**src/rtl/lcd_pkg.sv**
```systemverilog
// rtl/lcd_pkg.sv - shared command codes, scheduler states and shadow-point helper
package lcd_pkg;

    localparam logic [2:0] CMD_WRITE = 3'd0;
    localparam logic [2:0] CMD_UP    = 3'd1;
    localparam logic [2:0] CMD_DOWN  = 3'd2;
    localparam logic [2:0] CMD_LEFT  = 3'd3;
    localparam logic [2:0] CMD_RIGHT = 3'd4;
    localparam logic [2:0] CMD_AVG   = 3'd5;
    localparam logic [2:0] CMD_MIRX  = 3'd6;
    localparam logic [2:0] CMD_MIRY  = 3'd7;

    localparam logic [2:0] POS_MIN  = 3'd1;
    localparam logic [2:0] POS_MAX  = 3'd7;
    localparam logic [2:0] POS_INIT = 3'd4;

    typedef enum logic [2:0] {
        ST_INIT,
        ST_IDLE,
        ST_ISSUE,
        ST_WAIT_ACK,
        ST_WAIT_DONE,
        ST_FINISH,
        ST_HALT
    } sched_state_e;

    // Operation point after a completed command, returned as {x, y}; moves clamp at the edges.
    function automatic logic [5:0] next_point(input logic [2:0] cmd,
                                              input logic [2:0] x,
                                              input logic [2:0] y);
        logic [2:0] nx;
        logic [2:0] ny;
        nx = x;
        ny = y;
        case (cmd)
            CMD_UP:    ny = (y <= POS_MIN) ? POS_MIN : y - 3'd1;
            CMD_DOWN:  ny = (y >= POS_MAX) ? POS_MAX : y + 3'd1;
            CMD_LEFT:  nx = (x <= POS_MIN) ? POS_MIN : x - 3'd1;
            CMD_RIGHT: nx = (x >= POS_MAX) ? POS_MAX : x + 3'd1;
            default: ;
        endcase
        return {nx, ny};
    endfunction

endpackage

```
**src/rtl/lcd_cmd_sched_if.sv**
```systemverilog
// rtl/lcd_cmd_sched_if.sv - host command and LCD controller handshake bundle
interface lcd_cmd_sched_if;
    logic [2:0] host_cmd;
    logic       host_valid;
    logic       host_ready;
    logic [2:0] lcd_cmd;
    logic       lcd_cmd_valid;
    logic       lcd_busy;
    logic       lcd_done;

    // Host and controller side: supplies commands and controller status.
    modport master (
        output host_cmd, host_valid, lcd_busy, lcd_done,
        input  host_ready, lcd_cmd, lcd_cmd_valid
    );

    // Scheduler side.
    modport slave (
        input  host_cmd, host_valid, lcd_busy, lcd_done,
        output host_ready, lcd_cmd, lcd_cmd_valid
    );
endinterface

```
**src/rtl/lcd_cmd_fifo.sv**
```systemverilog
// rtl/lcd_cmd_fifo.sv - DEPTH x 3-bit command FIFO with level output
module lcd_cmd_fifo #(
    parameter int DEPTH = 8,
    localparam int AW = $clog2(DEPTH),
    localparam int LW = AW + 1
) (
    input  logic          clk,
    input  logic          rst_n,
    input  logic          push_i,
    input  logic [2:0]    push_data_i,
    input  logic          pop_i,
    output logic [2:0]    pop_data_o,
    output logic [LW-1:0] level_o,
    output logic          full_o,
    output logic          empty_o
);
    logic [2:0]    mem_q [DEPTH];
    logic [AW-1:0] wr_ptr_q;
    logic [AW-1:0] rd_ptr_q;
    logic [LW-1:0] level_q;
    logic          do_push;
    logic          do_pop;

    assign full_o     = (level_q == LW'(DEPTH));
    assign empty_o    = (level_q == '0);
    assign do_push    = push_i & ~full_o;
    assign do_pop     = pop_i & ~empty_o;
    assign pop_data_o = mem_q[rd_ptr_q];
    assign level_o    = level_q;

    // Pointers wrap naturally because DEPTH is a power of two; level tracks simultaneous push/pop.
    always_ff @(posedge clk or negedge rst_n) begin
        if (!rst_n) begin
            wr_ptr_q <= '0;
            rd_ptr_q <= '0;
            level_q  <= '0;
        end else begin
            if (do_push) wr_ptr_q <= wr_ptr_q + 1'b1;
            if (do_pop)  rd_ptr_q <= rd_ptr_q + 1'b1;
            case ({do_push, do_pop})
                2'b10:   level_q <= level_q + 1'b1;
                2'b01:   level_q <= level_q - 1'b1;
                default: level_q <= level_q;
            endcase
        end
    end

    // Storage needs no reset: an empty level hides stale entries.
    always_ff @(posedge clk) begin
        if (do_push) mem_q[wr_ptr_q] <= push_data_i;
    end

endmodule

```
**src/rtl/lcd_cmd_sched.sv**
```systemverilog
// rtl/lcd_cmd_sched.sv - one-at-a-time command issuer in front of the LCD image controller
module lcd_cmd_sched
    import lcd_pkg::*;
#(
    parameter int DEPTH       = 8,
    parameter int ACK_TIMEOUT = 16,
    parameter int CNT_W       = 8,
    localparam int LW = $clog2(DEPTH) + 1
) (
    input  logic              clk,
    input  logic              reset_n,
    lcd_cmd_sched_if.slave    bus,
    output logic [LW-1:0]     fifo_level,
    output logic [2:0]        pos_x,
    output logic [2:0]        pos_y,
    output logic [CNT_W-1:0]  cmd_count,
    output logic              sched_done,
    output logic              timeout_err
);
    localparam int TW = $clog2(ACK_TIMEOUT + 1);

    sched_state_e     state_q, state_d;
    logic [2:0]       lcd_cmd_q, lcd_cmd_d;
    logic [TW-1:0]    timer_q, timer_d;
    logic [2:0]       pos_x_q, pos_x_d;
    logic [2:0]       pos_y_q, pos_y_d;
    logic [CNT_W-1:0] cnt_q, cnt_d;
    logic             done_q, done_d;
    logic             err_q, err_d;

    logic             fifo_pop;
    logic             fifo_full;
    logic             fifo_empty;
    logic [2:0]       fifo_head;

    // Ready depends only on registered state and level, so a full FIFO refuses a push even in a pop cycle.
    assign bus.host_ready    = ~fifo_full && (state_q != ST_INIT) && (state_q != ST_HALT);
    assign bus.lcd_cmd       = lcd_cmd_q;
    assign bus.lcd_cmd_valid = (state_q == ST_ISSUE);

    assign pos_x       = pos_x_q;
    assign pos_y       = pos_y_q;
    assign cmd_count   = cnt_q;
    assign sched_done  = done_q;
    assign timeout_err = err_q;

    lcd_cmd_fifo #(.DEPTH(DEPTH)) u_fifo (
        .clk         (clk),
        .rst_n       (reset_n),
        .push_i      (bus.host_valid & bus.host_ready),
        .push_data_i (bus.host_cmd),
        .pop_i       (fifo_pop),
        .pop_data_o  (fifo_head),
        .level_o     (fifo_level),
        .full_o      (fifo_full),
        .empty_o     (fifo_empty)
    );

    // State and datapath registers; reset drops any queued or in-flight command.
    always_ff @(posedge clk or negedge reset_n) begin
        if (!reset_n) begin
            state_q   <= ST_INIT;
            lcd_cmd_q <= CMD_WRITE;
            timer_q   <= '0;
            pos_x_q   <= POS_INIT;
            pos_y_q   <= POS_INIT;
            cnt_q     <= '0;
            done_q    <= 1'b0;
            err_q     <= 1'b0;
        end else begin
            state_q   <= state_d;
            lcd_cmd_q <= lcd_cmd_d;
            timer_q   <= timer_d;
            pos_x_q   <= pos_x_d;
            pos_y_q   <= pos_y_d;
            cnt_q     <= cnt_d;
            done_q    <= done_d;
            err_q     <= err_d;
        end
    end

    // Next-state logic; timer_q holds the number of cycles elapsed since the issue pulse began.
    always_comb begin
        state_d   = state_q;
        lcd_cmd_d = lcd_cmd_q;
        timer_d   = timer_q;
        pos_x_d   = pos_x_q;
        pos_y_d   = pos_y_q;
        cnt_d     = cnt_q;
        done_d    = done_q;
        err_d     = err_q;
        fifo_pop  = 1'b0;
        case (state_q)
            ST_INIT: begin
                if (!bus.lcd_busy) state_d = ST_IDLE;
            end
            ST_IDLE: begin
                timer_d = '0;
                if (!fifo_empty && !bus.lcd_busy) begin
                    fifo_pop  = 1'b1;
                    lcd_cmd_d = fifo_head;
                    state_d   = ST_ISSUE;
                end
            end
            ST_ISSUE: begin
                timer_d = timer_q + 1'b1;
                state_d = ST_WAIT_ACK;
            end
            ST_WAIT_ACK: begin
                if (bus.lcd_busy) begin
                    state_d = ST_WAIT_DONE;
                end else if (timer_q >= TW'(ACK_TIMEOUT - 1)) begin
                    err_d   = 1'b1;
                    state_d = ST_HALT;
                end else begin
                    timer_d = timer_q + 1'b1;
                end
            end
            ST_WAIT_DONE: begin
                if (!bus.lcd_busy) begin
                    if (cnt_q != {CNT_W{1'b1}}) cnt_d = cnt_q + 1'b1;
                    {pos_x_d, pos_y_d} = next_point(lcd_cmd_q, pos_x_q, pos_y_q);
                    state_d = (lcd_cmd_q == CMD_WRITE) ? ST_FINISH : ST_IDLE;
                end
            end
            ST_FINISH: begin
                if (bus.lcd_done) begin
                    done_d  = 1'b1;
                    state_d = ST_HALT;
                end
            end
            ST_HALT: ;
            default: state_d = ST_HALT;
        endcase
    end

endmodule

```
**src/flat_wrapper.sv**
```systemverilog
// flat-port wrapper written by rule: the top's interface ports become plain ports
module lcd_cmd_sched_flat import lcd_pkg::*;
#(
    parameter int DEPTH       = 8,
    parameter int ACK_TIMEOUT = 16,
    parameter int CNT_W       = 8,
    localparam int LW = $clog2(DEPTH) + 1
)
  (clk, reset_n, fifo_level, pos_x, pos_y, cmd_count, sched_done, timeout_err, bus_host_cmd, bus_host_valid, bus_lcd_busy, bus_lcd_done, bus_host_ready, bus_lcd_cmd, bus_lcd_cmd_valid);
  lcd_cmd_sched_if bus_i ();
  input  logic clk;
  input  logic reset_n;
  output logic [LW-1:0] fifo_level;
  output logic [2:0] pos_x;
  output logic [2:0] pos_y;
  output logic [CNT_W-1:0] cmd_count;
  output logic sched_done;
  output logic timeout_err;
  input wire logic [$bits(bus_i.host_cmd)-1:0] bus_host_cmd;
  input wire logic [$bits(bus_i.host_valid)-1:0] bus_host_valid;
  input wire logic [$bits(bus_i.lcd_busy)-1:0] bus_lcd_busy;
  input wire logic [$bits(bus_i.lcd_done)-1:0] bus_lcd_done;
  output wire logic [$bits(bus_i.host_ready)-1:0] bus_host_ready;
  output wire logic [$bits(bus_i.lcd_cmd)-1:0] bus_lcd_cmd;
  output wire logic [$bits(bus_i.lcd_cmd_valid)-1:0] bus_lcd_cmd_valid;
  assign bus_i.host_cmd = bus_host_cmd;
  assign bus_i.host_valid = bus_host_valid;
  assign bus_i.lcd_busy = bus_lcd_busy;
  assign bus_i.lcd_done = bus_lcd_done;
  assign bus_host_ready = bus_i.host_ready;
  assign bus_lcd_cmd = bus_i.lcd_cmd;
  assign bus_lcd_cmd_valid = bus_i.lcd_cmd_valid;
  lcd_cmd_sched #(.DEPTH(DEPTH), .ACK_TIMEOUT(ACK_TIMEOUT), .CNT_W(CNT_W)) u_core (.clk(clk), .reset_n(reset_n), .bus(bus_i), .fifo_level(fifo_level), .pos_x(pos_x), .pos_y(pos_y), .cmd_count(cmd_count), .sched_done(sched_done), .timeout_err(timeout_err));
endmodule
```
**config.mk**
```make
export PLATFORM = sky130hd
export DESIGN_NAME = lcd_cmd_sched_flat
export DESIGN_NICKNAME = d
export VERILOG_FILES = /design/src/rtl/lcd_pkg.sv /design/src/rtl/lcd_cmd_sched_if.sv /design/src/rtl/lcd_cmd_fifo.sv /design/src/rtl/lcd_cmd_sched.sv /design/src/flat_wrapper.sv
export SDC_FILE = /design/constraint.sdc
export NUM_CORES = 1
export LEC_CHECK = 0
export CAP_MARGIN = 20
export CORE_ASPECT_RATIO = 1.75
export CORE_MARGIN = 3
export CORE_UTILIZATION = 61
export CTS_BUF_LIST = sky130_fd_sc_hd__clkbuf_16
export DETAILED_ROUTE_END_ITERATION = 6
export PLACE_DENSITY = 0.85
export SETUP_SLACK_MARGIN = 0.15
export SYNTH_ARGS = -nofsm -noshare
export SYNTH_HDL_FRONTEND = slang
export SYNTH_HIERARCHICAL = 1
export SYNTH_SLANG_ARGS = --single-unit
```
**constraint.sdc**
```tcl
create_clock -name clk -period 9.3 [get_ports clk]
set_clock_uncertainty 0.1 [all_clocks]
set_input_delay 0.93 -clock clk [delete_from_list [all_inputs] [get_ports clk]]
set_output_delay 0.93 -clock clk [all_outputs]
set_load 0.03 [all_outputs]
```
==> results.ini <==
[global_route]
grt_pass1_vias = 2352
grt_usage_pct = 24.81
grt_pass1_wl_mm = 11.10
grt_max_degree = 38
antenna_found_initial = 0
globalRoute.totalOverflow = 0

[drt]
drt_iter0_markers = 115
drtAntennaViolNets = 0
vias_per_cell = 6.353
firstDrtPassIters = 4
drc = 0
wirelength_mm = 6.649
vias = 2319
routedWlPerCell_microns = 18.22

[cts]
clock_path_buffers = 2
cts_tree = built
htree_levels = 3
ctsHoldBuffers = 0
cts_resized = 0
post_cts_buffers = 0
cts_buffers = 9
cts-root-buf = clkbuf_16
clock_latency_ns = 0.32
clock-sinks = 61
path_clk_slew_ns = 0.05

[placed_design]
buffer_ports.inserted = 32
dpl_cell_area_sq_um = 3542
hpwl_mm = 4.509
placed_cells = 349
routabilityCongestion = 0.8158

[die]
dieWidth_microns = 60.79
rows = 34
die_y_microns = 101.9
core_sq_um = 5020
die_area_sq_um = 6192
initial_core_util_pct = 63.83
io_pins = 33

[pwr]
irDropWorstVdd_v = 0.0002073
combPwrFrac_pct = 38.5
pwr-share-clk_pct = 25.7
switchingPower_uw = 522.3
powerDensity_nw_per_um2 = 350.8
p_sw_share_pct = 38.59
power.share.sequential_pct = 35.8
p_leak_nw = 1.545
intPower_uw = 831.1

[synthesis]
synth-seq-area-share_pct = 51.46
synth_edf_count = 24
netlist_area_sq_um = 3204
ys_ff_latch = 61
syn_inst = 274
synth.net_count = 299
syn_avg_cell_area_sq_um = 11.69
yosys-top-cells-count = dfrtp_1, edfxtp_1, nor2_1, nand2_1, inv_1
synth_top_cell_area_share_pct = 27.33
synth.area.top_cells = dfrtp_1, edfxtp_1, ha_1
yosysWarnings = 6
synth_area_leader_cell = dfrtp_1
ys_types = 53
synthMostInstantiatedCell = dfrtp_1
synthArstFlopShare_pct = 60.66
synth_ff_type = dfrtp_1

[timing]
worst_pin_slew_ns = 0.8167
fmax_mhz = 267.6
rsz0062_at_grt = no
hold_viol = 0
period_share_pct = 40.18
drv_slew = 0
setup_tns_ns = 0
finalSetupViolCount = 0
fin_crit_ns = 3.737
slew_headroom_pct = 45.55

[worst_setup_path]
crit_type = register to register
cp-end-kind = register
startpoint_type = register
arrival_ns = 3.83
crit_required_ns = 9.39
crit_path_max_fanout = 15

[finish]
nets = 331
drive_above_1_share_pct = 14.15
layoutNonFillerInstCount = 365
design_area_sq_um = 3857
diodes = 0
synthToLayoutAreaGrowth_pct = 20.38

[flow_run]
cap_violations = 0

[run_status]
status = finished, final reports clean

[hold_path]
hp-class = register to register

final timing paths:
| check | slack [ns] | from | to | depth (start not counted) |
|---|---|---|---|---|
| setup / recovery | 5.56 | u_core/state_q[1] | u_core/u_fifo/level_o[3] | 10 |
| hold / removal | 0.37 | u_core/timeout_err | u_core/timeout_err | 1 |
| setup reg to reg | 5.56 | u_core/state_q[1] | u_core/u_fifo/level_o[3] | 10 |
| hold reg to reg | 0.37 | u_core/timeout_err | u_core/timeout_err | 1 |
| max in group asynchronous | 7.98 | reset_n | u_core/u_fifo/wr_ptr_q[2] | 1 |
| min in group asynchronous | 0.59 | reset_n | u_core/pos_y[0] | 1 |
cell usage in the layout (no fill, tap or decap), types with 3 or more instances in the layout:
cell	n
edfxtp_1	24
nand3_1	6
dfrtp_1	35
ha_1	16
nor3_1	6
nor3b_1	5
nand4_1	4
mux2_2	8
o31ai_1	3
a21oi_1	12
clkbuf_16	9
nor2b_1	6
nor2_1	20
o21ai_0	4
and3_1	5
mux4_2	6
clkdlybuf4s50_1	31
xnor2_1	12
or3_1	5
nand2_1	18
a31o_2	4
a22o_1	3
inv_1	17
o211ai_1	4
power groups by stage:
stage / sequential [mW] / combinational (mW) / clock [mW]
3_5_place_dp: 0.484 / 0.508 / 0
6_report: 0.484 / 0.522 / 0.348
2_1_floorplan: 0.502 / 0.321 / 0
3_3_place_gp: 0.479 / 0.492 / 0
5_1_grt: 0.499 / 0.567 / 0.369
4_1_cts: 0.482 / 0.522 / 0.353
kinds of logic (layout without fill, tap and decap cells):
logic type / count (synthesis) / in the layout / share of synthesized area [%]
AO/OA/AOI/OAI: 50 / 50 / 11.68
XOR/XNOR: 14 / 14 / 3.827
flip-flops: 61 / 61 / 51.46
adder cells (fa/ha/maj): 17 / 17 / 6.872
multiplexers: 17 / 17 / 8.044
buffers and inverters: 28 / 65 / 3.397
AND/OR/NAND/NOR: 87 / 87 / 14.72
worst max-delay path, stage by stage (launching register included):
cell and delay [ns]:
dfrtp_1 0.61, nor2b_1 0.64, nor3_1 0.15, nor2_1 0.17
and2_1 0.26, nand2_4 0.08, ha_1 0.30, ha_1 0.38
or4b_2 0.64, o311ai_0 0.14, o211ai_1 0.13
through the flow:
step / util, % / power [mW] / worst slack [ns] / hold slack (ns)
2_1_floorplan: - / 0.8233 / 5.905 / 0.3829
3_3_place_gp: 70.56 / 0.9709 / 5.483 / 0.3547
3_5_place_dp: 70.56 / 0.9928 / 5.408 / 0.3610
4_1_cts: 76.84 / 1.357 / 5.589 / 0.3732
5_1_grt: 76.84 / 1.434 / 5.330 / 0.4081
6_report: 76.84 / 1.353 / 5.563 / 0.3728
area by class of cell:
| type | instances | area [sq um] |
|---|---|---|
| Tap cell | 54 | 67.56 |
| Inverter | 17 | 63.81 |
| Multi-Input combinational cell | 185 | 1446 |
| Clock inverter | 7 | 90.09 |
| Sequential cell | 61 | 1649 |
| Fill cell | 322 | 1162 |
| Timing Repair Buffer | 32 | 315.3 |
| Clock buffer | 9 | 225.2 |
sequential cells by signal, indices dropped and copies added (netlist names):
signal                  cells
u_core/u_fifo/mem_q        24
u_core/cmd_count            8
u_core/timer_q              5
u_core/u_fifo/level_o       4
u_core/bus.lcd_cmd          3
u_core/pos_x                3
u_core/pos_y                3
u_core/state_q              3
u_core/u_fifo/rd_ptr_q      3
u_core/u_fifo/wr_ptr_q      3
u_core/sched_done           1
u_core/timeout_err          1
routing by layer:
| metal | up-vias | track usage (%) | part of all wire, % |
|---|---|---|---|
| met1 | 1166 | 27.51 | 35 |
| met3 | 14 | 5.183 | 4.1 |
| met5 | - | 0 | 0 |
| li1 | 1074 | - | - |
| met4 | 0 | 12.85 | 2.8 |
| met2 | 65 | 43.20 | 58 |
(Power assumes the default switching activity.)
